### config.mk
export PLATFORM = sky130hd
export DESIGN_NAME = fw_result_pipe
export DESIGN_NICKNAME = d
export VERILOG_FILES = /design/src/rtl/fwd_pkg.sv /design/src/rtl/fw_stage_reg.sv /design/src/rtl/fw_result_pipe.sv
export SDC_FILE = /design/constraint.sdc
export NUM_CORES = 1
export LEC_CHECK = 0
export CAP_MARGIN = 30
export CORE_AREA = 5 5 487 489
export CTS_CLUSTER_SIZE = 28
export DETAILED_ROUTE_END_ITERATION = 7
export DIE_AREA = 0 0 492 494
export PLACE_DENSITY = 0.43
export REMOVE_ABC_BUFFERS = 1
export SETUP_SLACK_MARGIN = 0.15
export SLEW_MARGIN = 5
export SYNTH_ARGS = -nofsm -noshare
export SYNTH_HDL_FRONTEND = slang
export SYNTH_SLANG_ARGS = --single-unit
### constraint.sdc
create_clock -name clk -period 3.9 [get_ports clk]
set_input_delay 1.17 -clock clk [delete_from_list [all_inputs] [get_ports clk]]
set_output_delay 1.17 -clock clk [all_outputs]
set_load 0.03 [all_outputs]
### src/rtl/fwd_pkg.sv
// Shared types and constants for the result staging / operand forwarding path.
// Packet layout, MSB first: data, lat, we, rt.
package fwd_pkg;

    localparam int unsigned NUM_STAGES = 7;
    localparam int unsigned DATA_W     = 128;
    localparam int unsigned LAT_W      = 3;
    localparam int unsigned ADDR_W     = 7;

    localparam int unsigned PKT_W = DATA_W + LAT_W + 1 + ADDR_W;

    // Bit positions of each field inside a flattened packet (LSB numbering).
    localparam int unsigned PKT_RT_LSB   = 0;
    localparam int unsigned PKT_RT_MSB   = ADDR_W - 1;
    localparam int unsigned PKT_WE_BIT   = ADDR_W;
    localparam int unsigned PKT_LAT_LSB  = ADDR_W + 1;
    localparam int unsigned PKT_LAT_MSB  = ADDR_W + LAT_W;
    localparam int unsigned PKT_DATA_LSB = ADDR_W + LAT_W + 1;
    localparam int unsigned PKT_DATA_MSB = PKT_W - 1;

    typedef struct packed {
        logic [DATA_W-1:0] data;
        logic [LAT_W-1:0]  lat;
        logic              we;
        logic [ADDR_W-1:0] rt;
    } fw_pkt_t;

    // Packet entering stage 1 for a new issue; a zero latency can never be merged, so it never writes.
    function automatic fw_pkt_t issue_pkt(logic we, logic [LAT_W-1:0] lat, logic [ADDR_W-1:0] rt);
        fw_pkt_t p;
        p      = '0;
        p.lat  = lat;
        p.we   = we && (lat != '0);
        p.rt   = rt;
        return p;
    endfunction

endpackage

### src/rtl/fw_stage_reg.sv
// One forwarding/writeback stage register.
// Ports: clk, rst_n; in_pkt (packet shifting in), merge_en/merge_data (result
// replaces data), flush_en (clears we of the incoming packet); pkt_q (stage contents).
module fw_stage_reg
    import fwd_pkg::*;
(
    input  logic              clk,
    input  logic              rst_n,
    input  fw_pkt_t           in_pkt,
    input  logic              merge_en,
    input  logic [DATA_W-1:0] merge_data,
    input  logic              flush_en,
    output fw_pkt_t           pkt_q
);

    fw_pkt_t pkt_d;

    // Merge and flush act on the value being written, not on the held value.
    always_comb begin
        pkt_d = in_pkt;
        if (merge_en) begin
            pkt_d.data = merge_data;
        end
        if (flush_en) begin
            pkt_d.we = 1'b0;
        end
    end

    always_ff @(posedge clk or negedge rst_n) begin
        if (!rst_n) begin
            pkt_q <= '0;
        end else begin
            pkt_q <= pkt_d;
        end
    end

endmodule

### src/rtl/fw_result_pipe.sv
// Per-pipe result staging pipeline feeding operand forwarding and RF writeback.
// Inputs : clk, rst_n, issue (iss_valid/we/lat/rt), result (res_valid/lat/data),
//          flush/flush_upto.
// Outputs: fw_out[1:7] stage packets, wb_out writeback packet, rf_we,
//          err_res / err_miss / err_iss one-cycle error pulses.
module fw_result_pipe
    import fwd_pkg::*;
(
    input  logic              clk,
    input  logic              rst_n,
    input  logic              iss_valid,
    input  logic              iss_we,
    input  logic [LAT_W-1:0]  iss_lat,
    input  logic [ADDR_W-1:0] iss_rt,
    input  logic              res_valid,
    input  logic [LAT_W-1:0]  res_lat,
    input  logic [DATA_W-1:0] res_data,
    input  logic              flush,
    input  logic [LAT_W-1:0]  flush_upto,
    output fw_pkt_t           fw_out [1:NUM_STAGES],
    output fw_pkt_t           wb_out,
    output logic              rf_we,
    output logic              err_res,
    output logic              err_miss,
    output logic              err_iss
);

    localparam int unsigned WB_IDX = NUM_STAGES + 1;

    fw_pkt_t stage_in [1:WB_IDX];
    fw_pkt_t stage_q  [1:WB_IDX];
    logic    merge_en [1:WB_IDX];
    logic    flush_en [1:WB_IDX];

    logic err_res_d,  err_res_q;
    logic err_miss_d, err_miss_q;
    logic err_iss_d,  err_iss_q;

    // Shift network, result merge, flush gating and error detection.
    always_comb begin
        logic is_tgt;
        logic is_flushed;
        logic is_due;

        is_tgt     = 1'b0;
        is_flushed = 1'b0;
        is_due     = 1'b0;
        err_res_d  = 1'b0;
        err_miss_d = 1'b0;
        err_iss_d  = iss_valid && (iss_lat == '0);

        stage_in[1] = iss_valid ? issue_pkt(iss_we, iss_lat, iss_rt) : '0;
        for (int k = 2; k <= WB_IDX; k++) begin
            stage_in[k] = stage_q[k-1];
        end
        for (int k = 1; k <= WB_IDX; k++) begin
            merge_en[k] = 1'b0;
            flush_en[k] = 1'b0;
        end

        // A latency-L result always lands in the packet moving into stage L.
        for (int k = 1; k <= NUM_STAGES; k++) begin
            is_tgt     = res_valid && (res_lat == LAT_W'(k));
            is_flushed = flush && (flush_upto >= LAT_W'(k));
            is_due     = stage_in[k].we && (stage_in[k].lat == LAT_W'(k));

            merge_en[k] = is_tgt && is_due;
            flush_en[k] = is_flushed;

            // A flushed target is dead, so neither a stray result nor a missing one is reported.
            if (is_tgt && !is_due && !is_flushed) begin
                err_res_d = 1'b1;
            end
            if (is_due && !is_tgt && !is_flushed) begin
                err_miss_d = 1'b1;
            end
        end

        if (res_valid && (res_lat == '0)) begin
            err_res_d = 1'b1;
        end
    end

    for (genvar g = 1; g <= WB_IDX; g++) begin : g_stage
        fw_stage_reg u_stage (
            .clk        (clk),
            .rst_n      (rst_n),
            .in_pkt     (stage_in[g]),
            .merge_en   (merge_en[g]),
            .merge_data (res_data),
            .flush_en   (flush_en[g]),
            .pkt_q      (stage_q[g])
        );
    end

    always_ff @(posedge clk or negedge rst_n) begin
        if (!rst_n) begin
            err_res_q  <= 1'b0;
            err_miss_q <= 1'b0;
            err_iss_q  <= 1'b0;
        end else begin
            err_res_q  <= err_res_d;
            err_miss_q <= err_miss_d;
            err_iss_q  <= err_iss_d;
        end
    end

    for (genvar g = 1; g <= NUM_STAGES; g++) begin : g_out
        assign fw_out[g] = stage_q[g];
    end

    assign wb_out   = stage_q[WB_IDX];
    assign rf_we    = stage_q[WB_IDX][PKT_WE_BIT];
    assign err_res  = err_res_q;
    assign err_miss = err_miss_q;
    assign err_iss  = err_iss_q;

endmodule

After elaboration in Yosys (flattened, before gate mapping)
Cells that the tools add are included.

Input bits: 150. Output and inout port bits: 1116. Register bits after elaboration: 1115. Logic and storage cells: 169.

Muxes and demuxes: 30. Order comparisons: 7. Equality and inequality tests: 14. Reductions and logical operators: 83.

Operator list (number): 128-bit two-way mux (7); 1-bit logical AND (59); 3-bit == test (second input constant) (8); 1-bit two-way mux (22); 1-bit logical NOT (21); 3-bit by 2-bit == test with 1-bit output (second input constant) (4); 3-bit greater-or-equal comparator (second input constant) (4); 11-bit two-way mux (1); 3-bit by 1-bit == test with 1-bit output (second input constant) (2); 3-bit by 2-bit greater-or-equal comparator with 1-bit output (second input constant) (2); 3-bit logical NOT (2); 3-bit by 1-bit greater-or-equal comparator with 1-bit output (second input constant) (1); 3-bit nonzero test (1).

Longest topological paths before layout
Gate-level depths: netlist (run 1).

Depth after elaboration: 16. Depth in mapped cells: 5. Mapped depth without buffers: 4.

Hierarchy
Synthesis (run 1) repeated with hierarchy kept, for this count alone.

Cell total of the unflattened synthesis: 2335. Area, all modules: 41409.7 um^2.

Modules (own cells, without submodules): fw_stage_reg (cells an instance 282, area each 5103.6 um^2, instances 8); fw_result_pipe (cells an instance 79, area each 580.6 um^2, instances 1).

Worst setup path before layout (run 1)
No wires, ideal clock.

Kind: input-to-reg. Start: input res_lat[1]. End: register g_stage[5].u_stage.pkt_q[100] (netlist name). Data required time: 3.775 ns. Stages: 5. Path slack: 1.598 ns. Arrival time: 2.177 ns. Buffers on the path: 2. Cells stage by stage: nand4b_1 -> nor2_1 -> buf_4 -> buf_6 -> mux2_2.

RTL lines: start, declared (RTL line fw_result_pipe.sv:16) `input logic [LAT_W-1:0] res_lat,`; end signal, assigned (RTL line fw_stage_reg.sv:33) `pkt_q <= pkt_d;`; end, declared (RTL line fw_stage_reg.sv:13) `output fw_pkt_t pkt_q`.

Final worst setup path (run 1)
Start: register g_stage[7].u_stage.pkt_q[94] (netlist name). End: output fw_out[94] (netlist name).

RTL lines: start, declared (RTL line fw_stage_reg.sv:13); start signal, assigned (RTL line fw_stage_reg.sv:33); end, declared (RTL line fw_result_pipe.sv:20) `output fw_pkt_t fw_out [1:NUM_STAGES],`.

No word-level cell between the ends.

==> impl_metrics.toml, run 1 <==
[status]
outcome = "finished, final reports clean"

[global_routing]
grt_first_pass_wirelength_um = 265000
globalRouteOverflowTotal = 0
antenna_violations_before_repair = 48
groute.usage.overall_pct = 15.8
grt_max_degree = 97
grt_pass1_vias = 27700

[yosys]
synth_top_flop_cell = "dfrtp_1"
yosys_warnings = 0
post-synth-top-area-cell = "dfrtp_1"
seq_area_frac_synth_pct = 69.3
yosys_register_bits = 1115
portion_of_synthesized_cell_area_occupied_by_the_leading_cell_type_pct = 69.3
syn_avg_cell_area_um2 = 17.9
ys_top_cells_by_area = "dfrtp_1, mux2_2, mux2_4"
synth.lib_cells_used.distinct = 39
proportion_of_synthesized_flip_flops_having_asynchronous_set_or_reset_pct = 100
synth.cell_area_mm2 = 0.0403
synthCells = 2250
synth-edff-count = 0

[floorplan]
rows = 177
fp.dieH_um = 494
die_area_mm2 = 0.243
die_w_um = 492
design.core.area_mm2 = 0.232
pin_count = 1266
initial_utilization_pct = 17.4

[setup_path]
critical_path_arrival_ps = 2180
timing.critical_path.slowest_cell_delay_ps = 1030
cpMaxStageDelayCell = "clkdlybuf4s50_1"
worst-setup-path-type = "register to output port"
top_family_by_delay_on_critical_path = "buffers and inverters"
cp_data_required_time_ps = 2730
critical_path.startpoint_type = "register"
crit_path_cell_trace = "clkdlybuf4s50_1"
worst-r2r-cell-count = 5
regToRegSetupSlack_ps = 1680
critPathBufInv = 1
r2r_start = "g_stage[6].u_stage.pkt_q[9]"
cp-end-kind = "output port"
critPathMaxFanout = 2
cp.depth = 1
worst_r2r_endpoint = "g_stage[7].u_stage.pkt_q[91]"

[clocking]
post-cts-setup-buffers = 0
cts.clk_slew.worst_paths_ps = 60
cts_num_sinks = 1115
clk_root_buffer_cell = "clkbuf_16"
clock_buffer_count_from_cts = 139
clock_path_buffers = 3
cts_tree = "done"
htree_num_levels = 4
postCtsResizedCells = 0
clk-insertion-delay-late_ps = 760
holdBufCountCts = 0

[power]
total_power_draw_mw = 25.4
power_leakage_nw = 28.6
p_switching_mw = 6.04
clock_power_share_pct = 50.2
power.density_mw_per_mm2 = 416
peak_vdd_ir_v = 0.000446
share_comb_of_total_power_pct = 3.9
cell_internal_pwr_mw = 19.4
seq_power_share_pct = 46.0
p_sw_share_pct = 23.7

[hold_path]
min_path_type = "input pin to async pin"

[routing]
post_drt_via_cell_ratio = 3.70
wl_per_cell_um = 29.3
dr_total_vias = 25000
first_iter_violations = 989
drt_pre_antenna_iters = 5
drc_errors = 0
drt_wl_total_um = 198000
final_antenna_violating_net_count = 0

[sta]
fin_skew_ps = 28.3
finalHoldViolations = 0
tightest_slew_ps = 882
period_minus_slack_ps = 3350
fmaxAchievable_mhz = 298
fin_crit_sh_pct = 85.9
grt_setup_unrepaired = "false"
relSlewSlack_pct = 41.2
slew_violations = 0
finalSetupViolCount = 0

[final_layout]
design_area_mm2 = 0.0612
final_net_count = 3757
layoutNonFillerInstCount = 6759
area_growth_syn_to_layout_pct = 51.9
layout.cells.most_common = "clkdlybuf4s50_1"
layout-drive-gt1-share_pct = 29.9
mostFrequentLayoutCells = "clkdlybuf4s50_1, dfrtp_1, mux2_2"

[job]
max_cap_viol_count = 0

[placed_design]
post_dp_cell_area_mm2 = 0.0567
port_buffers = 1265
place_inst = 6509
dp_hpwl_um = 157000
finalWeightedCongestion = 0.843
[power by group through the flow]
stage                     clock network, mW  logic, mW  registers, mW
after CTS                              13.3       1.01           11.7
final                                  12.8      0.984           11.7
after floorplan                           0     0.0510           12.0
after global routing                   13.7       1.07           11.7
after detailed placement                  0       1.01           11.9
after global placement                    0       1.01           11.9
[metal layers]
| metal | GRT usage (%) | share of wire [%] | wire, µm | vias to the layer above |
|---|---|---|---|---|
| met3 | 7.72 | 10 | 20700 | 242 |
| met5 | 0 | 0.15 | 296 | - |
| met4 | 2.96 | 1.7 | 3420 | 44 |
| met1 | 18.1 | 39 | 77100 | 13300 |
| met2 | 26.9 | 49 | 96400 | 1027 |
| li1 | - | - | - | 10400 |
[stage by stage]
stage / setup slack [ps] / TNS [ps] / utilization, % / hold slack, ps
CTS: 354 / 0 / 26.4 / 152
global placement: 465 / 0 / 24.4 / 360
detailed placement: 448 / 0 / 24.4 / 359
finish: 549 / 0 / 26.4 / 249
global route: 421 / 0 / 26.4 / 169
floorplan: -3640 / -1557870 / - / 566
[logic make-up after synthesis]
| logic type | share of synthesized area (%) |
|---|---|
| AOI/OAI and AO/OA | 0.214 |
| buffers and inverters | 3.70 |
| DFF | 69.3 |
| muxes | 23.7 |
| and+or+nand+nor | 3.11 |
[worst max path at each step]
| stage | start | to | slack, ps |
|---|---|---|---|
| 6_report | g_stage[7].u_stage.pkt_q[94] | fw_out[94] | 550 |
| 5_1_grt | g_stage[1].u_stage.pkt_q[109] | fw_out[943] | 420 |
| 4_1_cts | g_stage[3].u_stage.pkt_q[128] | fw_out[684] | 350 |
| 3_5_place_dp | res_lat[2] | g_stage[2].u_stage.pkt_q[22] | 450 |
| 3_3_place_gp | res_lat[2] | g_stage[2].u_stage.pkt_q[30] | 470 |
| 2_1_floorplan | res_lat[1] | g_stage[5].u_stage.pkt_q[100] | -3640 |
[state kept, by name (all words and copies together) (netlist names)]
signal / cells
err_iss: 1
err_miss: 1
err_res: 1
g_stage.u_stage.pkt_q: 1112
[final cells by class]
type	instances	area, µm²
diodes	9	22.5
clock buffers	194	4000
clock inverters	47	498
fillers	23900	171000
multi-input cells	974	10900
flip-flops and latches	1115	27900
well taps	3043	3810
repair buffers	1377	14000
[cells in the mapped netlist (3+ instances only)]
library cell  instances
mux2_4              240
mux2_2              528
buf_6                66
clkbuf_2             13
nand4_1               4
buf_8                10
and2_1              145
o21ai_0               4
nor2_1                5
and3b_1               4
nor3_1                3
nand2_1               6
nand3_1               3
and4bb_2              3
nand4b_1              5
buf_4                69
dfrtp_1            1115
Note: power is estimated with default switching activity, not from simulation.
==> run 2: changes to the inputs <==
--- a/config.mk
+++ b/config.mk
@@ -6,11 +6,12 @@
 export NUM_CORES = 1
 export LEC_CHECK = 0
 export CAP_MARGIN = 30
-export CORE_AREA = 5 5 487 489
+export CORE_AREA = 5 5 486 488
 export CTS_CLUSTER_SIZE = 28
 export DETAILED_ROUTE_END_ITERATION = 7
-export DIE_AREA = 0 0 492 494
+export DIE_AREA = 0 0 491 493
 export PLACE_DENSITY = 0.43
+export RECOVER_POWER = 25
 export REMOVE_ABC_BUFFERS = 1
 export SETUP_SLACK_MARGIN = 0.15
 export SLEW_MARGIN = 5
==> run 2 against run 1 <==
Effect of this change:
- the run now ends with capacitance limit, slew limit left
- flip-flop and latch count unchanged
- sequential share of layout area decreased by 0.21 points
- first-iteration DRC count increased by 1.5%
- power increased by 1.8%
- design area increased by 0.46%
- global-route usage about the same
- register-to-register slack improved by 20 ps
- clock skew increased by 10 ps
- count of clock-buffer cells in the layout increased by 8
- cell count increased by 0.41%
- sequential power about the same
- largest cell class unchanged
==> impl_metrics.toml, run 2 (synthesis gave the netlist of run 1 again) <==
[setup_path]
cp-end-kind = "async pin"
critPathBufInv = 2
timing.critical_path.slowest_cell_delay_ps = 2030
cpMaxStageDelayCell = "clkbuf_2"
critical_path_arrival_ps = 4220
worst-setup-path-type = "input pin to async pin"
critical_path.startpoint_type = "input pin"
crit_path_cell_trace = "clkbuf_2, buf_4"
critPathMaxFanout = 63
cp_data_required_time_ps = 4750
top_family_by_delay_on_critical_path = "buffers and inverters"

[global_routing]
grt_first_pass_wirelength_um = 265000
antenna_violations_before_repair = 50
grt_pass1_vias = 27700
groute.usage.overall_pct = 15.8
globalRouteOverflowTotal = 0
grt_max_degree = 98

[routing]
drt_pre_antenna_iters = 4
drc_errors = 0
drt_wl_total_um = 197000
post_drt_via_cell_ratio = 3.70
final_antenna_violating_net_count = 0
wl_per_cell_um = 29.0
dr_total_vias = 25100
first_iter_violations = 1004

[final_layout]
filler_cells = 23600
layout-drive-gt1-share_pct = 29.9
layout.cells.most_common = "clkdlybuf4s50_1"
area_growth_syn_to_layout_pct = 52.6
design_area_mm2 = 0.0615
utilization_of_the_core_after_routing_pct = 26.6
final_net_count = 3768
largest_register_ffs = 1112
mostFrequentLayoutCells = "clkdlybuf4s50_1, dfrtp_1, mux2_2"
registers.top_by_ff_count = "g_stage.u_stage.pkt_q"

[sta]
slew_violations = 52
fmaxAchievable_mhz = 296
fin_crit_sh_pct = 86.5
layout_setup_ws_ps = 526
period_minus_slack_ps = 3370
relSlewSlack_pct = -111
finalSetupViolCount = 0
finalHoldViolations = 0
fin_skew_ps = 38.3
tightest_slew_ps = 3170
hold_slack_ps = 357
grt_setup_unrepaired = "false"

[placed_design]
post_dp_cell_area_mm2 = 0.0568
place_ws_ps = 323
dp_hpwl_um = 155000
port_buffers = 1265
finalWeightedCongestion = 0.840

[status]
failed_checks = "capacitance limit, slew limit"
outcome = "complete, but fails checks"

[clocking]
clk-insertion-delay-late_ps = 770
clk_root_buffer_cell = "clkbuf_16"
postCtsResizedCells = 0
holdBufCountCts = 0
cts_num_sinks = 1115
clock_buffer_count_from_cts = 140
post-cts-setup-buffers = 0
htree_num_levels = 4
clock_path_buffers = 3
cts.clk_slew.worst_paths_ps = 60
cts_tree = "done"

[hold_path]
min_path_type = "register to register"

[floorplan]
fp.dieH_um = 493
design.core.area_mm2 = 0.231
die_area_mm2 = 0.242
rows = 177
initial_utilization_pct = 17.4
die_w_um = 491
pin_count = 1266

[power]
power.density_mw_per_mm2 = 421
total_power_draw_mw = 25.9
power_leakage_nw = 28.7
peak_vdd_ir_v = 0.000316

[job]
max_cap_viol_count = 1
[run 2: changes by cell type in the layout (fill, tap and decap cells not counted), sizes merged]
cell / previous run / this run
clkinv: 32 / 34
diode: 9 / 17
buf: 114 / 106
clkinvlp: 3 / 4
clkbuf: 194 / 225
clkdlybuf4s50: 1263 / 1258
inv: 8 / 4
bufinv: 4 / 7
[run 2: final cells by class]
type | instances | area, µm² | share of cell area [%]
Sequential cell | 1115 | 27900 | 45.4
Tap cell | 3043 | 3810 | 6.20
Timing Repair Buffer | 1387 | 14000 | 22.8
Clock buffer | 202 | 4050 | 6.59
Multi-Input combinational cell | 974 | 10900 | 17.8
Clock inverter | 49 | 668 | 1.09
Antenna cell | 17 | 42.5 | 0.0692
[run 2: final timing paths]
kind / to / slack (ps) / depth (start not counted) / start
setup / recovery: g_stage[3].u_stage.pkt_q[96] / 530 / 2 / rst_n
hold / removal: g_stage[5].u_stage.pkt_q[2] / 360 / 0 / g_stage[4].u_stage.pkt_q[2]
setup reg to reg: g_stage[6].u_stage.pkt_q[105] / 1700 / 5 / g_stage[5].u_stage.pkt_q[7]
hold reg to reg: g_stage[5].u_stage.pkt_q[2] / 360 / 0 / g_stage[4].u_stage.pkt_q[2]
max in group clk: fw_out[123] / 590 / 1 / g_stage[7].u_stage.pkt_q[123]
min in group asynchronous: g_stage[4].u_stage.pkt_q[135] / 1470 / 1 / rst_n
[run 2: power by group]
part           switching (mW)  total, mW  internal (mW)
clock                    5.46       13.2           7.76
sequential             0.0542       11.7           11.6
combinational           0.659      0.983          0.324
total                    6.17       25.9           19.7
[run 2: through the flow]
| step | cells | TNS, ps |
|---|---|---|
| global route | 6773 | 0 |
| CTS | 6770 | 0 |
| global placement | 6519 | 0 |
| finish | 6787 | 0 |
| detailed placement | 6519 | 0 |
| floorplan | 2089 | -1557870 |
[run 2: layer usage]
metal	GRT usage, %	part of all wire, %
met3	7.81	11
met4	3.22	1.9
met2	27.3	49
met1	17.7	38
met5	0	0.12
